<file path="src/rtl/medidor_pkg.sv">
// Shared types and sizing helpers for the ultrasonic range meter.
package medidor_pkg;

  typedef enum logic [2:0] {
    OCIOSO,
    DISPARO,
    ESPERA_ECO,
    MEDE_ECO,
    INTERVALO
  } estado_t;

  localparam logic [7:0] DIST_MAX = 8'd255;

  // Counter width able to hold 0..n-1, derived from the longest interval it must span.
  function automatic int largura_contador(input int n);
    return (n > 1) ? $clog2(n) : 1;
  endfunction

endpackage

</file>
<file path="src/rtl/medidor_distancia_ultrassom_if.sv">
// Sensor-side signal bundle of the ultrasonic range meter (master = meter, slave = sensor/consumer).
interface medidor_distancia_ultrassom_if;
  logic       echo;
  logic       trig;
  logic [7:0] distancia_cm;
  logic       valido;
  logic       timeout;
  logic       ocupado;

  modport master (input echo, output trig, distancia_cm, valido, timeout, ocupado);
  modport slave  (output echo, input trig, distancia_cm, valido, timeout, ocupado);
endinterface

</file>
<file path="src/rtl/sincronizador_2ff.sv">
// Two-flop synchronizer for a single asynchronous level, synchronous active-high reset.
module sincronizador_2ff (
  input  logic clk,
  input  logic rst,
  input  logic d_i,
  output logic q_o
);
  logic meta_q;
  logic sinc_q;

  // NOTE: non-blocking assignments keep this a true two-stage shift; blocking would collapse it to one flop.
  always_ff @(posedge clk) begin
    if (rst) begin
      meta_q <= 1'b0;
      sinc_q <= 1'b0;
    end else begin
      meta_q <= d_i;
      sinc_q <= meta_q;
    end
  end

  assign q_o = sinc_q;
endmodule

</file>
<file path="src/rtl/medidor_distancia_ultrassom.sv">
// Ultrasonic range meter: periodic trig pulse, echo timing, conversion to whole cm without a divider.
// Define FILTRO_MEDIA_EN to average the last four valid samples on distancia_cm.
module medidor_distancia_ultrassom
  import medidor_pkg::*;
#(
  parameter int TRIG_CYCLES    = 1000,
  parameter int CYCLES_PER_CM  = 5800,
  parameter int TIMEOUT_CYCLES = 3_000_000,
  parameter int PERIOD_CYCLES  = 6_000_000
) (
  input logic clk,
  input logic rst,
  medidor_distancia_ultrassom_if.master sensor
);
  localparam int CNT_W = largura_contador(PERIOD_CYCLES);
  localparam int PRE_W = largura_contador(CYCLES_PER_CM);
  localparam logic [CNT_W-1:0] TRIG_FIM    = CNT_W'(TRIG_CYCLES - 1);
  localparam logic [CNT_W-1:0] TIMEOUT_LIM = CNT_W'(TIMEOUT_CYCLES);
  localparam logic [CNT_W-1:0] PERIODO_FIM = CNT_W'(PERIOD_CYCLES - 1);
  localparam logic [PRE_W-1:0] PRE_FIM     = PRE_W'(CYCLES_PER_CM - 1);

  estado_t          estado_q, estado_d;
  logic [CNT_W-1:0] periodo_q, periodo_d;
  logic [CNT_W-1:0] espera_q, espera_d;
  logic [PRE_W-1:0] presc_q, presc_d, presc_base, presc_passo;
  logic [7:0]       cm_q, cm_d, cm_base, cm_passo;
  logic             echo_s, echo_ant_q, subida, descida;
  logic             trig_q, ocupado_q, timeout_q, timeout_d;
  logic             amostra_ok;
  logic [7:0]       distancia_q;
  logic             valido_q;

  sincronizador_2ff u_sinc_echo (
    .clk (clk),
    .rst (rst),
    .d_i (sensor.echo),
    .q_o (echo_s)
  );

  assign subida  = echo_s & ~echo_ant_q;
  assign descida = ~echo_s & echo_ant_q;

  // One prescaler step; the rise cycle itself is the first counted echo cycle.
  // NOTE: every output of this block gets a value before any branch, so no latch can be inferred.
  always_comb begin
    presc_base  = (estado_q == MEDE_ECO) ? presc_q : '0;
    cm_base     = (estado_q == MEDE_ECO) ? cm_q : '0;
    presc_passo = presc_base + 1'b1;
    cm_passo    = cm_base;
    if (presc_base == PRE_FIM) begin
      presc_passo = '0;
      if (cm_base != DIST_MAX) cm_passo = cm_base + 8'd1;
    end
  end

  always_comb begin
    estado_d   = estado_q;
    periodo_d  = periodo_q + 1'b1;
    espera_d   = '0;
    presc_d    = presc_q;
    cm_d       = cm_q;
    timeout_d  = timeout_q;
    amostra_ok = 1'b0;
    unique case (estado_q)
      OCIOSO:  estado_d = DISPARO;
      DISPARO: if (periodo_q == TRIG_FIM) estado_d = ESPERA_ECO;
      ESPERA_ECO: begin
        espera_d = espera_q + 1'b1;
        if (subida) begin
          estado_d = MEDE_ECO;
          presc_d  = presc_passo;
          cm_d     = cm_passo;
        end else if (espera_q == TIMEOUT_LIM) begin
          timeout_d = 1'b1;
          estado_d  = INTERVALO;
        end
      end
      MEDE_ECO: begin
        espera_d = espera_q + 1'b1;
        presc_d  = presc_passo;
        cm_d     = cm_passo;
        if (descida) begin
          amostra_ok = 1'b1;
          timeout_d  = 1'b0;
          estado_d   = INTERVALO;
        end else if (espera_q == TIMEOUT_LIM) begin
          timeout_d = 1'b1;
          estado_d  = INTERVALO;
        end
      end
      INTERVALO: if (periodo_q >= PERIODO_FIM) estado_d = DISPARO;
      default:   estado_d = OCIOSO;
    endcase
    if (estado_d == DISPARO && estado_q != DISPARO) periodo_d = '0;
  end

  // trig is retimed one cycle so the sensor pin is driven straight from a flop.
  always_ff @(posedge clk) begin
    if (rst) begin
      estado_q   <= OCIOSO;
      periodo_q  <= '0;
      espera_q   <= '0;
      presc_q    <= '0;
      cm_q       <= '0;
      echo_ant_q <= 1'b0;
      trig_q     <= 1'b0;
      ocupado_q  <= 1'b0;
      timeout_q  <= 1'b0;
    end else begin
      estado_q   <= estado_d;
      periodo_q  <= periodo_d;
      espera_q   <= espera_d;
      presc_q    <= presc_d;
      cm_q       <= cm_d;
      echo_ant_q <= echo_s;
      trig_q     <= (estado_q == DISPARO);
      ocupado_q  <= (estado_d inside {DISPARO, ESPERA_ECO, MEDE_ECO});
      timeout_q  <= timeout_d;
    end
  end

`ifdef FILTRO_MEDIA_EN
  logic [7:0] hist_q [4];
  logic       pend_q;
  logic [9:0] soma;

  always_comb soma = 10'(hist_q[0]) + 10'(hist_q[1]) + 10'(hist_q[2]) + 10'(hist_q[3]);

  // NOTE: the history is four plain flops, not a RAM, so it is reset to give a defined average after rst.
  always_ff @(posedge clk) begin
    if (rst) begin
      for (int i = 0; i < 4; i++) hist_q[i] <= '0;
      pend_q      <= 1'b0;
      valido_q    <= 1'b0;
      distancia_q <= '0;
    end else begin
      pend_q   <= amostra_ok;
      valido_q <= pend_q;
      if (amostra_ok) begin
        hist_q[0] <= cm_q;
        hist_q[1] <= hist_q[0];
        hist_q[2] <= hist_q[1];
        hist_q[3] <= hist_q[2];
      end
      if (pend_q) distancia_q <= soma[9:2];
    end
  end
`else
  always_ff @(posedge clk) begin
    if (rst) begin
      valido_q    <= 1'b0;
      distancia_q <= '0;
    end else begin
      valido_q <= amostra_ok;
      if (amostra_ok) distancia_q <= cm_q;
    end
  end
`endif

  assign sensor.trig         = trig_q;
  assign sensor.distancia_cm = distancia_q;
  assign sensor.valido       = valido_q;
  assign sensor.timeout      = timeout_q;
  assign sensor.ocupado      = ocupado_q;
endmodule

</file>
<file path="src/flat_wrapper.sv">
// flat-port wrapper written by rule: the top's interface ports become plain ports
module medidor_distancia_ultrassom_flat import medidor_pkg::*;
#(
  parameter int TRIG_CYCLES    = 1000,
  parameter int CYCLES_PER_CM  = 5800,
  parameter int TIMEOUT_CYCLES = 3_000_000,
  parameter int PERIOD_CYCLES  = 6_000_000
)
  (clk, rst, sensor_echo, sensor_trig, sensor_distancia_cm, sensor_valido, sensor_timeout, sensor_ocupado);
  medidor_distancia_ultrassom_if sensor_i ();
  input logic clk;
  input logic rst;
  input wire logic [$bits(sensor_i.echo)-1:0] sensor_echo;
  output wire logic [$bits(sensor_i.trig)-1:0] sensor_trig;
  output wire logic [$bits(sensor_i.distancia_cm)-1:0] sensor_distancia_cm;
  output wire logic [$bits(sensor_i.valido)-1:0] sensor_valido;
  output wire logic [$bits(sensor_i.timeout)-1:0] sensor_timeout;
  output wire logic [$bits(sensor_i.ocupado)-1:0] sensor_ocupado;
  assign sensor_i.echo = sensor_echo;
  assign sensor_trig = sensor_i.trig;
  assign sensor_distancia_cm = sensor_i.distancia_cm;
  assign sensor_valido = sensor_i.valido;
  assign sensor_timeout = sensor_i.timeout;
  assign sensor_ocupado = sensor_i.ocupado;
  medidor_distancia_ultrassom #(.TRIG_CYCLES(TRIG_CYCLES), .CYCLES_PER_CM(CYCLES_PER_CM), .TIMEOUT_CYCLES(TIMEOUT_CYCLES), .PERIOD_CYCLES(PERIOD_CYCLES)) u_core (.clk(clk), .rst(rst), .sensor(sensor_i));
endmodule
</file>
<file path="config.mk">
export PLATFORM = sky130hd
export DESIGN_NAME = medidor_distancia_ultrassom_flat
export DESIGN_NICKNAME = d
export VERILOG_FILES = /design/src/rtl/medidor_pkg.sv /design/src/rtl/medidor_distancia_ultrassom_if.sv /design/src/rtl/sincronizador_2ff.sv /design/src/rtl/medidor_distancia_ultrassom.sv /design/src/flat_wrapper.sv
export SDC_FILE = /design/constraint.sdc
export NUM_CORES = 1
export LEC_CHECK = 0
export BUFFER_PORTS_ARGS = -buffer_cell sky130_fd_sc_hd__buf_2
export CAP_MARGIN = 20
export CORE_AREA = 2 2 90 92
export CTS_BUF_LIST = sky130_fd_sc_hd__clkbuf_16
export DETAILED_ROUTE_END_ITERATION = 8
export DIE_AREA = 0 0 92 94
export PLACE_DENSITY = 0.75
export SLEW_MARGIN = 20
export SYNTH_ARGS = -nofsm -noshare
export SYNTH_HDL_FRONTEND = slang
export SYNTH_SLANG_ARGS = --single-unit
</file>
<file path="constraint.sdc">
create_clock -name clk -period 4.4 [get_ports clk]
set_input_delay 0.44 -clock clk [delete_from_list [all_inputs] [get_ports clk]]
set_output_delay 0.44 -clock clk [all_outputs]
set_load 0.03 [all_outputs]
</file>
### Word-level counts from Yosys, hierarchy flattened

Cells that the tools add are included.

* $add $sub $neg: 4
* order comparisons: 1
* eq/ne operators: 14
* muxes and demuxes: 21
* bitwise logic cells: 5
* reduce and logical (&&, ||, !) cells: 9

Operator list (number)
* 23-bit by 1-bit adder with 23-bit output (second input constant): 2
* 13-bit 2-to-1 mux: 3
* 8-bit 2-to-1 mux: 4
* 13-bit case mux with 2 select lines: 1
* 23-bit by 10-bit equality test with 1-bit output (second input constant): 1
* 23-bit by 22-bit equality test with 1-bit output (second input constant): 1
* 23-bit >= comparator (second input constant): 1
* 8-bit case mux with 2 select lines: 1
* 3-bit 2-to-1 mux: 5
* 3-bit case mux with 5 select lines: 1
* 13-bit by 1-bit adder with 13-bit output (second input constant): 1
* 13-bit equality test (second input constant): 1
* 3-bit by 2-bit equality test with 1-bit output (second input constant): 4
* 8-bit by 1-bit adder with 8-bit output (second input constant): 1
* 8-bit inequality test (second input constant): 1
* 3-bit by 1-bit equality test with 1-bit output (second input constant): 2
* 2-bit OR reduction: 3
* 1-bit 2-to-1 mux: 5
* 2-bit AND reduction: 2
* 3-bit equality test (second input constant): 1
* 3-bit logical NOT: 1
* 3-bit by 1-bit inequality test with 1-bit output (second input constant): 1
* 1-bit NOT: 3
* 3-bit nonzero test: 1
* 6 further kinds: 7

* register bits: 85
* output and inout bits: 12

### Longest topological paths before layout

Gate-level depths: netlist of run 1.

* depth in word-level cells: 7
* gate-level depth with buffers: 15
* gate-level depth less buffers: 9

### Cells and area by module

A second synthesis of run 1 with hierarchy kept.

* cells, all modules: 491
* area, all modules: 4337.9 um^2

By module, submodules not included
* medidor_distancia_ultrassom: times used 1, cells each 487, area an instance 4285.4 um^2, sequential area each 1661.6 um^2
* sincronizador_2ff: times used 1, cells each 4, area an instance 52.6 um^2, sequential area each 40.0 um^2

### Worst setup path after synthesis of run 1

No wires, ideal clock.

* path type: register -> register
* start: reg u_core.estado_q[1]
* end: reg u_core.cm_q[4]
* library setup time: 128 ps
* data arrival time: 2980 ps
* required time: 4272 ps
* slack: 1292 ps
* cell stages (with the launch flop): 16
* buffers on the path: 6
* clock period less this slack: 3108 ps
* cells stage by stage: dfxtp_1 -> buf_2 -> and3b_1 -> clkbuf_1 -> clkbuf_1 -> clkbuf_1 -> and2_1 -> ha_1 -> nand3_1 -> or2_2 -> clkbuf_1 -> or3_1 -> clkbuf_1 -> nor3_1 -> xor2_1 -> nor2_1

* word-level cells in the longest chain between the ends: 7

Ends and longest elaborated chain
* start: declaration: line medidor_distancia_ultrassom.sv:22 `estado_t estado_q, estado_d;`
* start signal: assignment: line medidor_distancia_ultrassom.sv:110 `estado_q <= estado_d;`
* 3-bit by 2-bit equality test with 1-bit output: line medidor_distancia_ultrassom.sv:46, medidor_distancia_ultrassom.sv:47, medidor_distancia_ultrassom.sv:64
* 8-bit 2-to-1 mux: line medidor_distancia_ultrassom.sv:47 `cm_base = (estado_q == MEDE_ECO) ? cm_q : '0;`
* 8-bit by 1-bit adder with 8-bit output / 8-bit inequality test (equally long branches): line medidor_distancia_ultrassom.sv:52 `if (cm_base != DIST_MAX) cm_passo = cm_base + 8'd1;`
* 8-bit 2-to-1 mux: line medidor_distancia_ultrassom.sv:52
* 8-bit 2-to-1 mux: line medidor_distancia_ultrassom.sv:50 `if (presc_base == PRE_FIM) begin`
* 8-bit 2-to-1 mux: line medidor_distancia_ultrassom.sv:69 `if (subida) begin`
* 8-bit case mux with 2 select lines: line medidor_distancia_ultrassom.sv:64 `unique case (estado_q)`
* end signal: assignment: line medidor_distancia_ultrassom.sv:114 `cm_q <= cm_d;`
* end: declaration: line medidor_distancia_ultrassom.sv:26 `logic [7:0] cm_q, cm_d, cm_base, cm_passo;`

Several ways; a longest one is shown, not always the timed one. The select of a mux whose other input is x is not followed.
A chain may end at the register's enable or synchronous reset.

### Worst setup path in the final report of run 1

* start: reg u_core.estado_q[0]
* end: reg u_core.cm_q[4]

The elaborated chain is that of the path after synthesis.

==> run_summary.xml, run 1 <==
<?xml version="1.0" encoding="UTF-8"?>
<metrics>
  <group name="logic_synthesis">
    <metric name="synthesis.area" unit="mm²">0.00409</metric>
    <metric name="synth-seq-cells" unit="">85</metric>
    <metric name="yosys.area_share.simple" unit="%">27.9</metric>
    <metric name="synth_compound_gate_area_share" unit="%">15.1</metric>
    <metric name="synth_top_family_by_area" unit="">simple AND/OR/NAND/NOR gates</metric>
    <metric name="synth_xor_area_share" unit="%">9.63</metric>
    <metric name="yosys_most_used_dff" unit="">sky130_fd_sc_hd__dfxtp_1</metric>
    <metric name="yosysWarnings" unit="">0</metric>
    <metric name="synth.yosys.seq_area_share" unit="%">41.6</metric>
    <metric name="synth_edf_count" unit="">0</metric>
    <metric name="synth_top_cell_by_area" unit="">sky130_fd_sc_hd__dfxtp_1</metric>
    <metric name="synth_cells" unit="">486</metric>
    <metric name="number_of_nets_in_the_synthesized_netlist" unit="">494</metric>
    <metric name="postSynthAreaPerCell" unit="µm²">8.42</metric>
    <metric name="yosysUniqueCellTypes" unit="">54</metric>
    <metric name="synth_top_area_share" unit="%">41.6</metric>
    <metric name="async_flop_share" unit="%">0</metric>
    <metric name="synth.mux.area_fraction" unit="%">0.244</metric>
    <metric name="synth.area.top_cells" unit="">sky130_fd_sc_hd__dfxtp_1 (42%), sky130_fd_sc_hd__nor2_1 (5.1%), sky130_fd_sc_hd__xnor2_1 (4.9%)</metric>
    <metric name="adder_and_majority_gate_portion_of_the_synthesized_area" unit="%">1.53</metric>
  </group>
  <group name="sta">
    <metric name="grt_setup_unrepaired" unit="">false</metric>
    <metric name="post_route_minimum_period" unit="ns">3.10</metric>
    <metric name="finClkSkew" unit="ns">0.00665</metric>
    <metric name="setup_ws" unit="ns">1.30</metric>
    <metric name="timing.final.setup_violations" unit="">0</metric>
    <metric name="post-route-period-util" unit="%">70.5</metric>
    <metric name="slew_violations" unit="">0</metric>
    <metric name="fmax" unit="GHz">0.323</metric>
    <metric name="worst_slew_pin_slew" unit="ns">0.681</metric>
    <metric name="report.final.hold_viol_count" unit="">0</metric>
    <metric name="setup_total_negative_slack" unit="ns">0</metric>
    <metric name="maxSlewHeadroom" unit="%">54.2</metric>
  </group>
  <group name="placed_design">
    <metric name="place.gp.congestion" unit="">0.908</metric>
    <metric name="hpwl_reported_at_the_end_of_detailed_placement" unit="mm">5.42</metric>
    <metric name="io_buffers" unit="">14</metric>
    <metric name="pre_cts_ws" unit="ns">1.35</metric>
  </group>
  <group name="cts">
    <metric name="postCtsSetupRepairBufs" unit="">0</metric>
    <metric name="clockRootBuffer" unit="">sky130_fd_sc_hd__clkbuf_16</metric>
    <metric name="insertion_delay" unit="ns">0.33</metric>
    <metric name="cts.repair.resized" unit="">0</metric>
    <metric name="tritoncts_num_sinks" unit="">85</metric>
    <metric name="clock_tree.buffer_depth" unit="">2</metric>
    <metric name="htree_num_levels" unit="">3</metric>
    <metric name="tritoncts" unit="">yes</metric>
    <metric name="cts-buffers-inserted" unit="">9</metric>
    <metric name="ctsHoldBuffers" unit="">0</metric>
    <metric name="path_clk_slew" unit="ns">0.06</metric>
  </group>
  <group name="route">
    <metric name="drt_pass1_iterations" unit="">5</metric>
    <metric name="detail_route.wirelength" unit="mm">8.04</metric>
    <metric name="drt_first_iter_violations" unit="">143</metric>
    <metric name="detail_route.vias_per_cell" unit="">5.63</metric>
    <metric name="num_vias" unit="">3364</metric>
    <metric name="wl_per_cell" unit="µm">13.5</metric>
    <metric name="antenna_violating_nets_post_route" unit="">0</metric>
    <metric name="remaining_drc_errors" unit="">0</metric>
  </group>
  <group name="worst_setup_path">
    <metric name="cp.buffers_inverters" unit="">0</metric>
    <metric name="critPathLaunchType" unit="">register</metric>
    <metric name="cell_family_with_most_cp_delay" unit="">simple AND/OR/NAND/NOR gates</metric>
    <metric name="setup.worst_path.class" unit="">reg -&gt; reg</metric>
    <metric name="timing.critical_path.fanout_max" unit="">22</metric>
    <metric name="end_kind" unit="">register</metric>
    <metric name="path_cells" unit="">and3b_1 &gt; and2_1 &gt; ha_1 &gt; nand3_1 &gt; or2_2 &gt; or3_1 &gt; nor3_1 &gt; xor2_1 &gt; nor2_1</metric>
    <metric name="critPathSlowestCell" unit="">sky130_fd_sc_hd__and3b_1</metric>
    <metric name="worst_ep_required_time" unit="ns">4.60</metric>
    <metric name="critPathMaxStageDelay" unit="ns">0.61</metric>
    <metric name="critical_path_arrival" unit="ns">3.30</metric>
  </group>
  <group name="power">
    <metric name="post-layout-total-power" unit="W">0.00154</metric>
    <metric name="p_leak" unit="nW">1.41</metric>
    <metric name="cellPowerDensity" unit="mW/mm²">342</metric>
    <metric name="vdd_drop_max" unit="mV">0.210</metric>
  </group>
  <group name="global_route">
    <metric name="maximum_number_of_pins_on_one_net_before_global_route_repair" unit="">38</metric>
    <metric name="grt-ovfl-total" unit="">0</metric>
    <metric name="first_global_vias" unit="">3222</metric>
    <metric name="grt_usage" unit="%">20.0</metric>
    <metric name="grt_first_pass_wirelength" unit="mm">14.2</metric>
    <metric name="number_of_antenna_violations_at_the_first_check_in_global_routing" unit="">0</metric>
  </group>
  <group name="finish">
    <metric name="final_layout_size_suffix_gt1_share" unit="%">11.9</metric>
    <metric name="finalNetCount" unit="">498</metric>
    <metric name="most-common-layout-cells" unit="">sky130_fd_sc_hd__dfxtp_1 (85), sky130_fd_sc_hd__nor2_1 (56), sky130_fd_sc_hd__nand2_1 (51), sky130_fd_sc_hd__a21oi_1 (27)</metric>
    <metric name="num-fill-cells" unit="">681</metric>
    <metric name="diodes" unit="">0</metric>
    <metric name="areaGrowthSynthToFinish" unit="%">9.63</metric>
    <metric name="layout.cells.most_common" unit="">sky130_fd_sc_hd__dfxtp_1</metric>
  </group>
  <group name="run_status">
    <metric name="outcome" unit="">finished clean</metric>
  </group>
  <group name="die">
    <metric name="floorplan.initialDensity" unit="%">53.8</metric>
    <metric name="core_ar" unit="mm²">0.00761</metric>
    <metric name="die_x" unit="µm">92</metric>
    <metric name="boundary_pin_count" unit="">15</metric>
    <metric name="die_height" unit="µm">94</metric>
    <metric name="dieArea" unit="mm²">0.00865</metric>
    <metric name="fp-row-count" unit="">32</metric>
  </group>
  <group name="min_path">
    <metric name="worst_hold_path_type" unit="">in -&gt; reg</metric>
  </group>
  <group name="run">
    <metric name="maxCapViolCount" unit="">0</metric>
  </group>
</metrics>
-- registers in the layout, summed over array words and instances, names as in the netlist --
signal / cells
u_core.espera_q: 23
u_core.periodo_q: 23
u_core.presc_q: 13
u_core.cm_q: 8
u_core.sensor.distancia_cm: 8
u_core.estado_q: 3
u_core.echo_ant_q: 1
u_core.sensor.ocupado: 1
u_core.sensor.timeout: 1
u_core.sensor.trig: 1
u_core.sensor.valido: 1
u_core.u_sinc_echo.meta_q: 1
u_core.u_sinc_echo.q_o: 1
-- area by class of cell --
cell class	instances	area, µm²	share of cell area, %
clock buffers	9	225	5.02
inverters	14	52.6	1.17
flip-flops and latches	85	1700	37.9
clock inverters	7	66.3	1.48
repair buffers	16	85.1	1.90
multi-input cells	364	2230	49.7
well taps	102	128	2.84
-- synth_stat cells (3+ instances only) --
cell and number:
sky130_fd_sc_hd__nor2b_1 7, sky130_fd_sc_hd__inv_1 14, sky130_fd_sc_hd__nor3_1 12, sky130_fd_sc_hd__ha_1 5
sky130_fd_sc_hd__nand3_1 23, sky130_fd_sc_hd__nand3b_1 3, sky130_fd_sc_hd__dfxtp_1 85, sky130_fd_sc_hd__and3_1 8
sky130_fd_sc_hd__nand2_1 51, sky130_fd_sc_hd__nand2b_1 3, sky130_fd_sc_hd__xor2_1 22, sky130_fd_sc_hd__nand4_1 17
sky130_fd_sc_hd__nor2_1 56, sky130_fd_sc_hd__clkbuf_1 18, sky130_fd_sc_hd__nor4_1 8, sky130_fd_sc_hd__a21oi_1 27
sky130_fd_sc_hd__xnor2_1 23, sky130_fd_sc_hd__a31oi_1 3, sky130_fd_sc_hd__or4_1 3, sky130_fd_sc_hd__o21ai_0 15
sky130_fd_sc_hd__or2_2 3, sky130_fd_sc_hd__a21oi_2 17, sky130_fd_sc_hd__and4_1 4, sky130_fd_sc_hd__a211oi_1 4
sky130_fd_sc_hd__and2_1 8, sky130_fd_sc_hd__or3_1 3, sky130_fd_sc_hd__o211ai_1 8, sky130_fd_sc_hd__o21a_1 4
-- metal layers --
| metal | track usage, % | share of wire [%] |
|---|---|---|
| met2 | 34.7 | 49 |
| met1 | 24.9 | 46 |
| met4 | 4.98 | 0.97 |
| met5 | 0 | 0 |
| met3 | 5.22 | 3.6 |
-- final timing paths --
path                                   from                   endpoint  slack, ns  cells after the start
setup reg to reg         u_core.estado_q[0]             u_core.cm_q[4]       1.30                      9
hold reg to reg   u_core.u_sinc_echo.meta_q     u_core.u_sinc_echo.q_o       0.44                      1
setup / recovery         u_core.estado_q[0]             u_core.cm_q[4]       1.30                      9
hold / removal                  sensor_echo  u_core.u_sinc_echo.meta_q       0.33                      2
-- worst reg2reg max path: stages (launching register included) --
cell	delay [ns]
sky130_fd_sc_hd__dfxtp_1	0.50
sky130_fd_sc_hd__and3b_1	0.61
sky130_fd_sc_hd__and2_1	0.24
sky130_fd_sc_hd__ha_1	0.25
sky130_fd_sc_hd__nand3_1	0.12
sky130_fd_sc_hd__or2_2	0.35
sky130_fd_sc_hd__or3_1	0.48
sky130_fd_sc_hd__nor3_1	0.21
sky130_fd_sc_hd__xor2_1	0.16
sky130_fd_sc_hd__nor2_1	0.05
-- power breakdown --
part | leakage, nW | internal, W | switching, W
Sequential | 0.686 | 0.000773 | 0.00000323
Clock | 0.136 | 0.000435 | 0.000297
Combinational | 0.583 | 0.00000769 | 0.0000193
-- logic make-up (layout without fill, tap and decap cells) --
logic type               count (synthesis)  in the layout
AO/OA/AOI/OAI                           91             91
XOR/XNOR                                45             45
adder cells (fa/ha/maj)                  5              5
buffers and inverters                   37             46
flip-flops                              85             85
multiplexers                             1              1
AND/OR/NAND/NOR                        222            222
-- stage by stage --
stage          utilization [%]  hold WS (ns)  instances  area [µm²]
4_1_cts                   59.0         0.325        597        4490
6_report                  59.0         0.329        597        4490
5_1_grt                   59.0         0.359        597        4490
3_3_place_gp              55.2         0.430        581        4200
3_5_place_dp              55.2         0.428        581        4200
2_1_floorplan                -         0.409        486        4090
No activity file was read; power rests on OpenSTA's default activity.
==> run 2, diff against run 1 <==
==> constraint.sdc (replaced) <==
create_clock -name clk -period 3 [get_ports clk]
set_input_delay 0.3 -clock clk [delete_from_list [all_inputs] [get_ports clk]]
set_output_delay 0.3 -clock clk [all_outputs]
set_load 0.03 [all_outputs]
==> run 2 against run 1 <==
  * Flip-flop and latch count unchanged
  * Via count decreased by 0.33%
  * First-iteration DRC count is 4.9% higher
  * Critical path depth did not move
  * Routed wire length down 0.22%
  * Clock skew barely moved
  * Core utilization increased by 0.84 points
  * Sequential power increased by 47%
  * Combinational power up 49%
  * Clock power is 71% higher
  * Critical endpoint is now u_core.cm_q[5]
  * Largest cell class unchanged
  * Highest routed layer unchanged
==> run_summary.xml, run 2 (same netlist as run 1, synthesis figures left out) <==
<?xml version="1.0" encoding="UTF-8"?>
<metrics>
  <group name="run_status">
    <metric name="outcome" unit="">finished clean</metric>
  </group>
  <group name="sta">
    <metric name="setup_total_negative_slack" unit="ns">0</metric>
    <metric name="worst_slew_pin_slew" unit="ns">0.593</metric>
    <metric name="final.hold.worst_slack" unit="ns">0.215</metric>
    <metric name="grt_setup_unrepaired" unit="">false</metric>
    <metric name="report.final.hold_viol_count" unit="">0</metric>
    <metric name="post_route_minimum_period" unit="ns">2.66</metric>
    <metric name="slew_violations" unit="">0</metric>
    <metric name="timing.final.setup_violations" unit="">0</metric>
    <metric name="fmax" unit="GHz">0.376</metric>
    <metric name="finClkSkew" unit="ns">0.00633</metric>
    <metric name="setup_ws" unit="ns">0.338</metric>
    <metric name="maxSlewHeadroom" unit="%">60.1</metric>
    <metric name="post-route-period-util" unit="%">88.7</metric>
  </group>
  <group name="route">
    <metric name="drt_first_iter_violations" unit="">150</metric>
    <metric name="remaining_drc_errors" unit="">0</metric>
    <metric name="drt_pass1_iterations" unit="">5</metric>
    <metric name="detail_route.vias_per_cell" unit="">5.60</metric>
    <metric name="detail_route.wirelength" unit="mm">8.02</metric>
    <metric name="num_vias" unit="">3353</metric>
    <metric name="wl_per_cell" unit="µm">13.4</metric>
    <metric name="antenna_violating_nets_post_route" unit="">0</metric>
  </group>
  <group name="finish">
    <metric name="finalNetCount" unit="">500</metric>
    <metric name="multi_input_area" unit="mm²">0.00223</metric>
    <metric name="areaGrowthSynthToFinish" unit="%">11.2</metric>
    <metric name="final_cells" unit="">599</metric>
    <metric name="most-common-layout-cells" unit="">sky130_fd_sc_hd__dfxtp_1 (85), sky130_fd_sc_hd__nor2_1 (56), sky130_fd_sc_hd__nand2_1 (51), sky130_fd_sc_hd__a21oi_1 (27)</metric>
    <metric name="final_layout_size_suffix_gt1_share" unit="%">12.3</metric>
    <metric name="layout_top_registers" unit="">u_core.espera_q (23), u_core.periodo_q (23), u_core.presc_q (13)</metric>
    <metric name="num-fill-cells" unit="">672</metric>
    <metric name="final-seq-area" unit="mm²">0.00170</metric>
    <metric name="layout.cells.most_common" unit="">sky130_fd_sc_hd__dfxtp_1</metric>
    <metric name="finalCoreUtilization" unit="%">59.8</metric>
    <metric name="diodes" unit="">0</metric>
  </group>
  <group name="global_route">
    <metric name="maximum_number_of_pins_on_one_net_before_global_route_repair" unit="">38</metric>
    <metric name="first_global_vias" unit="">3205</metric>
    <metric name="grt_first_pass_wirelength" unit="mm">14.2</metric>
    <metric name="grt_usage" unit="%">20.0</metric>
    <metric name="grt-ovfl-total" unit="">0</metric>
    <metric name="number_of_antenna_violations_at_the_first_check_in_global_routing" unit="">0</metric>
  </group>
  <group name="die">
    <metric name="boundary_pin_count" unit="">15</metric>
    <metric name="die_x" unit="µm">92</metric>
    <metric name="floorplan.initialDensity" unit="%">53.8</metric>
    <metric name="fp-row-count" unit="">32</metric>
    <metric name="die_height" unit="µm">94</metric>
    <metric name="core_ar" unit="mm²">0.00761</metric>
    <metric name="dieArea" unit="mm²">0.00865</metric>
  </group>
  <group name="cts">
    <metric name="cts.repair.resized" unit="">0</metric>
    <metric name="cts-buffers-inserted" unit="">9</metric>
    <metric name="clock_tree.buffer_depth" unit="">2</metric>
    <metric name="ctsHoldBuffers" unit="">0</metric>
    <metric name="clockRootBuffer" unit="">sky130_fd_sc_hd__clkbuf_16</metric>
    <metric name="postCtsSetupRepairBufs" unit="">0</metric>
    <metric name="tritoncts_num_sinks" unit="">85</metric>
    <metric name="insertion_delay" unit="ns">0.34</metric>
    <metric name="path_clk_slew" unit="ns">0.06</metric>
    <metric name="htree_num_levels" unit="">3</metric>
    <metric name="tritoncts" unit="">yes</metric>
  </group>
  <group name="run">
    <metric name="maxCapViolCount" unit="">0</metric>
  </group>
  <group name="power">
    <metric name="p_leak" unit="nW">1.45</metric>
    <metric name="cellPowerDensity" unit="mW/mm²">534</metric>
    <metric name="vdd_drop_max" unit="mV">0.398</metric>
  </group>
  <group name="worst_setup_path">
    <metric name="timing.critical_path.fanout_max" unit="">12</metric>
    <metric name="setup.worst_path.class" unit="">reg -&gt; reg</metric>
    <metric name="worst_ep_required_time" unit="ns">3.27</metric>
    <metric name="end_kind" unit="">register</metric>
    <metric name="critical_path_arrival" unit="ns">2.93</metric>
    <metric name="critPathLaunchType" unit="">register</metric>
  </group>
  <group name="placed_design">
    <metric name="pre_cts_ws" unit="ns">0.386</metric>
    <metric name="io_buffers" unit="">14</metric>
    <metric name="place.gp.congestion" unit="">0.931</metric>
    <metric name="numPlacedInstances" unit="">583</metric>
    <metric name="hpwl_reported_at_the_end_of_detailed_placement" unit="mm">5.43</metric>
  </group>
  <group name="min_path">
    <metric name="worst_hold_path_type" unit="">in -&gt; reg</metric>
  </group>
</metrics>
## run 2: where the power goes
part / internal (W) / total (W) / switching (W)
clock network: 0.000810 / 0.00125 / 0.000442
registers: 0.00113 / 0.00114 / 0.00000478
logic: 0.0000113 / 0.0000403 / 0.0000290
total: 0.00196 / 0.00243 / 0.000476
## run 2: final timing paths
kind / startpoint / end / slack [ns] / cells past startpoint
max: u_core.estado_q[0] / u_core.cm_q[5] / 0.34 / 9
min: sensor_echo / u_core.u_sinc_echo.meta_q / 0.22 / 2
max reg2reg: u_core.estado_q[0] / u_core.cm_q[5] / 0.34 / 9
min reg2reg: u_core.periodo_q[0] / u_core.periodo_q[0] / 0.44 / 1
## run 2: worst max-delay path, cell delays in order (launching register included)
cell	delay, ns
sky130_fd_sc_hd__dfxtp_1	0.51
sky130_fd_sc_hd__and3b_1	0.27
sky130_fd_sc_hd__and2_1	0.17
sky130_fd_sc_hd__ha_1	0.24
sky130_fd_sc_hd__nand3_1	0.12
sky130_fd_sc_hd__or2_2	0.35
sky130_fd_sc_hd__nor3_1	0.33
sky130_fd_sc_hd__nand3_1	0.21
sky130_fd_sc_hd__a211o_1	0.26
sky130_fd_sc_hd__a21oi_1	0.13
## run 2: routing by layer
metal	global-route usage, %	up-vias	part of all wire [%]
met4	6.47	0	1.6
met1	25.3	1564	47
met5	0	-	0
li1	-	1704	-
met2	34.1	75	47
met3	4.49	10	4.2
## run 2: metrics by stage
step / total power (W) / area [µm²]
after detailed placement: 0.00120 / 4210
after global placement: 0.00120 / 4210
after global routing: 0.00250 / 4550
final: 0.00243 / 4550
after floorplan: 0.00119 / 4100
after CTS: 0.00245 / 4550
## run 2: final cells by class
cell class                      instances  area share (%)
Multi-Input combinational cell        364            49.0
Tap cell                              102            2.80
Inverter                               14            1.15
Sequential cell                        85            37.4
Timing Repair Buffer                   18            2.20
Clock buffer                            9            4.95
Clock inverter                          7            2.53
==> run 3, diff against run 2 <==
--- a/config.mk
+++ b/config.mk
@@ -5,13 +5,14 @@
 export SDC_FILE = /design/constraint.sdc
 export NUM_CORES = 1
 export LEC_CHECK = 0
+export ABC_AREA = 1
 export BUFFER_PORTS_ARGS = -buffer_cell sky130_fd_sc_hd__buf_2
 export CAP_MARGIN = 20
-export CORE_AREA = 2 2 90 92
+export CORE_AREA = 2 2 93 95
 export CTS_BUF_LIST = sky130_fd_sc_hd__clkbuf_16
 export DETAILED_ROUTE_END_ITERATION = 8
-export DIE_AREA = 0 0 92 94
-export PLACE_DENSITY = 0.75
+export DIE_AREA = 0 0 95 97
+export PLACE_DENSITY = 0.76
 export SLEW_MARGIN = 20
 export SYNTH_ARGS = -nofsm -noshare
 export SYNTH_HDL_FRONTEND = slang
==> run 3 against run 2 <==
  * Critical path depth stayed put
  * Power fell by 9.0%
  * Non-clock buffer count decreased by 3
  * Cell count grew 27%
  * Count of clock-buffer cells in the layout unchanged
  * Area after synthesis is 8.5% higher
  * First-iteration DRC count rose by 8.7%
  * Routed wire length increased by 12%
  * Highest routed layer unchanged
==> run_summary.xml, run 3 <==
<?xml version="1.0" encoding="UTF-8"?>
<metrics>
  <group name="run_status">
    <metric name="outcome" unit="">finished clean</metric>
  </group>
  <group name="die">
    <metric name="boundary_pin_count" unit="">15</metric>
    <metric name="die_x" unit="µm">95</metric>
    <metric name="dieArea" unit="mm²">0.00922</metric>
    <metric name="die_height" unit="µm">97</metric>
    <metric name="fp-row-count" unit="">33</metric>
    <metric name="floorplan.initialDensity" unit="%">54.6</metric>
    <metric name="core_ar" unit="mm²">0.00813</metric>
  </group>
  <group name="logic_synthesis">
    <metric name="synthesis.area" unit="mm²">0.00444</metric>
    <metric name="synth_top_cell_by_area" unit="">sky130_fd_sc_hd__dfxtp_1</metric>
    <metric name="netlist_top_cells_count" unit="">sky130_fd_sc_hd__nand2_1 (132), sky130_fd_sc_hd__nor2_1 (108), sky130_fd_sc_hd__dfxtp_1 (85)</metric>
    <metric name="yosysWarnings" unit="">0</metric>
    <metric name="synth.area.top_cells" unit="">sky130_fd_sc_hd__dfxtp_1 (38%), sky130_fd_sc_hd__nand2_1 (11%), sky130_fd_sc_hd__nor2_1 (9.1%)</metric>
    <metric name="number_of_nets_in_the_synthesized_netlist" unit="">644</metric>
    <metric name="yosys_most_used_dff" unit="">sky130_fd_sc_hd__dfxtp_1</metric>
    <metric name="synth_top_area_share" unit="%">38.3</metric>
    <metric name="synth.most_common_cell" unit="">sky130_fd_sc_hd__nand2_1</metric>
    <metric name="synth_cells" unit="">636</metric>
    <metric name="yosysUniqueCellTypes" unit="">42</metric>
    <metric name="postSynthAreaPerCell" unit="µm²">6.99</metric>
    <metric name="synth.yosys.seq_area_share" unit="%">38.3</metric>
    <metric name="async_flop_share" unit="%">0</metric>
    <metric name="synth_edf_count" unit="">0</metric>
    <metric name="synth-seq-cells" unit="">85</metric>
  </group>
  <group name="global_route">
    <metric name="first_global_vias" unit="">3637</metric>
    <metric name="number_of_antenna_violations_at_the_first_check_in_global_routing" unit="">0</metric>
    <metric name="grt-ovfl-total" unit="">0</metric>
    <metric name="maximum_number_of_pins_on_one_net_before_global_route_repair" unit="">24</metric>
    <metric name="grt_first_pass_wirelength" unit="mm">15.8</metric>
    <metric name="grt_usage" unit="%">21.3</metric>
  </group>
  <group name="finish">
    <metric name="diodes" unit="">0</metric>
    <metric name="layout.cells.most_common" unit="">sky130_fd_sc_hd__nand2_1</metric>
    <metric name="finalNetCount" unit="">660</metric>
    <metric name="multi_input_area" unit="mm²">0.00232</metric>
    <metric name="postLayoutCellArea" unit="mm²">0.00486</metric>
    <metric name="layout_top_registers" unit="">u_core.espera_q (23), u_core.periodo_q (23), u_core.presc_q (13)</metric>
    <metric name="num-fill-cells" unit="">773</metric>
    <metric name="final_cells" unit="">762</metric>
    <metric name="final_layout_size_suffix_gt1_share" unit="%">11.7</metric>
    <metric name="most-common-layout-cells" unit="">sky130_fd_sc_hd__nand2_1 (132), sky130_fd_sc_hd__nor2_1 (108), sky130_fd_sc_hd__dfxtp_1 (85), sky130_fd_sc_hd__inv_1 (84), sky130_fd_sc_hd__nand3_1 (39)</metric>
    <metric name="final-seq-area" unit="mm²">0.00170</metric>
    <metric name="areaGrowthSynthToFinish" unit="%">9.46</metric>
  </group>
  <group name="worst_setup_path">
    <metric name="critical_path_arrival" unit="ns">2.46</metric>
    <metric name="worst_ep_required_time" unit="ns">3.22</metric>
    <metric name="end_kind" unit="">register</metric>
    <metric name="timing.critical_path.fanout_max" unit="">16</metric>
    <metric name="critPathLaunchType" unit="">register</metric>
    <metric name="setup.worst_path.class" unit="">reg -&gt; reg</metric>
  </group>
  <group name="route">
    <metric name="wl_per_cell" unit="µm">11.8</metric>
    <metric name="drt_first_iter_violations" unit="">163</metric>
    <metric name="remaining_drc_errors" unit="">0</metric>
    <metric name="num_vias" unit="">3819</metric>
    <metric name="detail_route.wirelength" unit="mm">9.02</metric>
    <metric name="detail_route.vias_per_cell" unit="">5.01</metric>
    <metric name="antenna_violating_nets_post_route" unit="">0</metric>
    <metric name="drt_pass1_iterations" unit="">4</metric>
  </group>
  <group name="power">
    <metric name="p_leak" unit="nW">1.84</metric>
    <metric name="vdd_drop_max" unit="mV">0.334</metric>
    <metric name="cellPowerDensity" unit="mW/mm²">455</metric>
  </group>
  <group name="sta">
    <metric name="grt_setup_unrepaired" unit="">false</metric>
    <metric name="setup_total_negative_slack" unit="ns">0</metric>
    <metric name="report.final.hold_viol_count" unit="">0</metric>
    <metric name="final.hold.worst_slack" unit="ns">0.170</metric>
    <metric name="setup_ws" unit="ns">0.761</metric>
    <metric name="finClkSkew" unit="ns">0.00881</metric>
    <metric name="slew_violations" unit="">0</metric>
    <metric name="post-route-period-util" unit="%">74.6</metric>
    <metric name="timing.final.setup_violations" unit="">0</metric>
    <metric name="maxSlewHeadroom" unit="%">32.0</metric>
    <metric name="worst_slew_pin_slew" unit="ns">1.02</metric>
    <metric name="fmax" unit="GHz">0.447</metric>
    <metric name="post_route_minimum_period" unit="ns">2.24</metric>
  </group>
  <group name="cts">
    <metric name="path_clk_slew" unit="ns">0.06</metric>
    <metric name="clockRootBuffer" unit="">sky130_fd_sc_hd__clkbuf_16</metric>
    <metric name="htree_num_levels" unit="">3</metric>
    <metric name="ctsHoldBuffers" unit="">0</metric>
    <metric name="cts-buffers-inserted" unit="">9</metric>
    <metric name="tritoncts" unit="">yes</metric>
    <metric name="insertion_delay" unit="ns">0.34</metric>
    <metric name="tritoncts_num_sinks" unit="">85</metric>
    <metric name="cts.repair.resized" unit="">0</metric>
    <metric name="postCtsSetupRepairBufs" unit="">0</metric>
    <metric name="clock_tree.buffer_depth" unit="">2</metric>
  </group>
  <group name="run">
    <metric name="maxCapViolCount" unit="">0</metric>
  </group>
  <group name="placed_design">
    <metric name="io_buffers" unit="">14</metric>
    <metric name="pre_cts_ws" unit="ns">0.741</metric>
    <metric name="place.gp.congestion" unit="">0.864</metric>
    <metric name="numPlacedInstances" unit="">746</metric>
    <metric name="post_detailed_placement_cell_area" unit="mm²">0.00459</metric>
    <metric name="hpwl_reported_at_the_end_of_detailed_placement" unit="mm">6.62</metric>
  </group>
  <group name="min_path">
    <metric name="worst_hold_path_type" unit="">in -&gt; reg</metric>
  </group>
</metrics>
==> run 3: cell types whose count changed in the layout (fill, tap and decap cells not counted), sizes merged, moves of 5 or more <==
| cell | delta |
|---|---|
| and3 | -9 |
| a21oi | -17 |
| nor3 | +8 |
| inv | +78 |
| nor2 | +70 |
| and2 | -8 |
| xnor2 | -15 |
| o21ai | +5 |
| nor4 | -7 |
| nand3 | +18 |
| nand2 | +88 |
| o211ai | -7 |
| nor2b | -7 |
==> run 3: final timing paths <==
path                                                 from                         to  slack [ns]  cells past startpoint
worst max register to register         u_core.estado_q[2]          u_core.presc_q[0]        0.76                      9
worst max-delay path                   u_core.estado_q[2]          u_core.presc_q[0]        0.76                      9
worst min register to register  u_core.u_sinc_echo.meta_q     u_core.u_sinc_echo.q_o        0.41                      2
worst min-delay path                          sensor_echo  u_core.u_sinc_echo.meta_q        0.17                      3
==> run 3: power breakdown <==
group           total, W  internal, W  switching, W
registers        0.00114      0.00114    0.00000468
logic          0.0000497    0.0000125     0.0000372
clock network    0.00102     0.000562      0.000461
==> run 3: worst max-delay path, cell delays in order, from the launching register on <==
cell and delay (ns):
sky130_fd_sc_hd__dfxtp_1 0.43, sky130_fd_sc_hd__inv_2 0.09, sky130_fd_sc_hd__nand2_4 0.11, sky130_fd_sc_hd__nor2_2 0.08, sky130_fd_sc_hd__nor2_1 0.77, sky130_fd_sc_hd__inv_1 0.21
sky130_fd_sc_hd__nand2_1 0.14, sky130_fd_sc_hd__inv_2 0.09, sky130_fd_sc_hd__a21oi_1 0.13, sky130_fd_sc_hd__nor3_1 0.06
==> run 3: layout make-up <==
type,instances,area share (%)
clock buffer,9,4.63
timing repair buffer,15,1.60
inverter,93,7.28
multi-input combinational,448,47.8
tap,105,2.70
clock inverter,7,1.00
sequential,85,35.0
==> run 3: cells by family after synthesis <==
logic type	Yosys count	share of synthesized area [%]
compound gates	57	7.01
xor+xnor	32	6.31
fa+ha+maj	5	1.41
buf+inv	103	9.38
flops	85	38.3
simple gates	354	37.6
==> run 3: metrics by stage <==
stage                     total power (W)  utilization, %
after CTS                         0.00223            59.8
after global placement            0.00121            56.4
after detailed placement          0.00122            56.4
final                             0.00221            59.8
after floorplan                   0.00121               -
after global routing              0.00228            59.8
==> run 3: routing by layer <==
layer,global-route usage (%),part of all wire (%),vias up
met5,0,0,-
met4,6.80,1.2,0
li1,-,-,2030
met3,5.37,3.4,9
met2,35.2,48,53
met1,27.0,47,1727
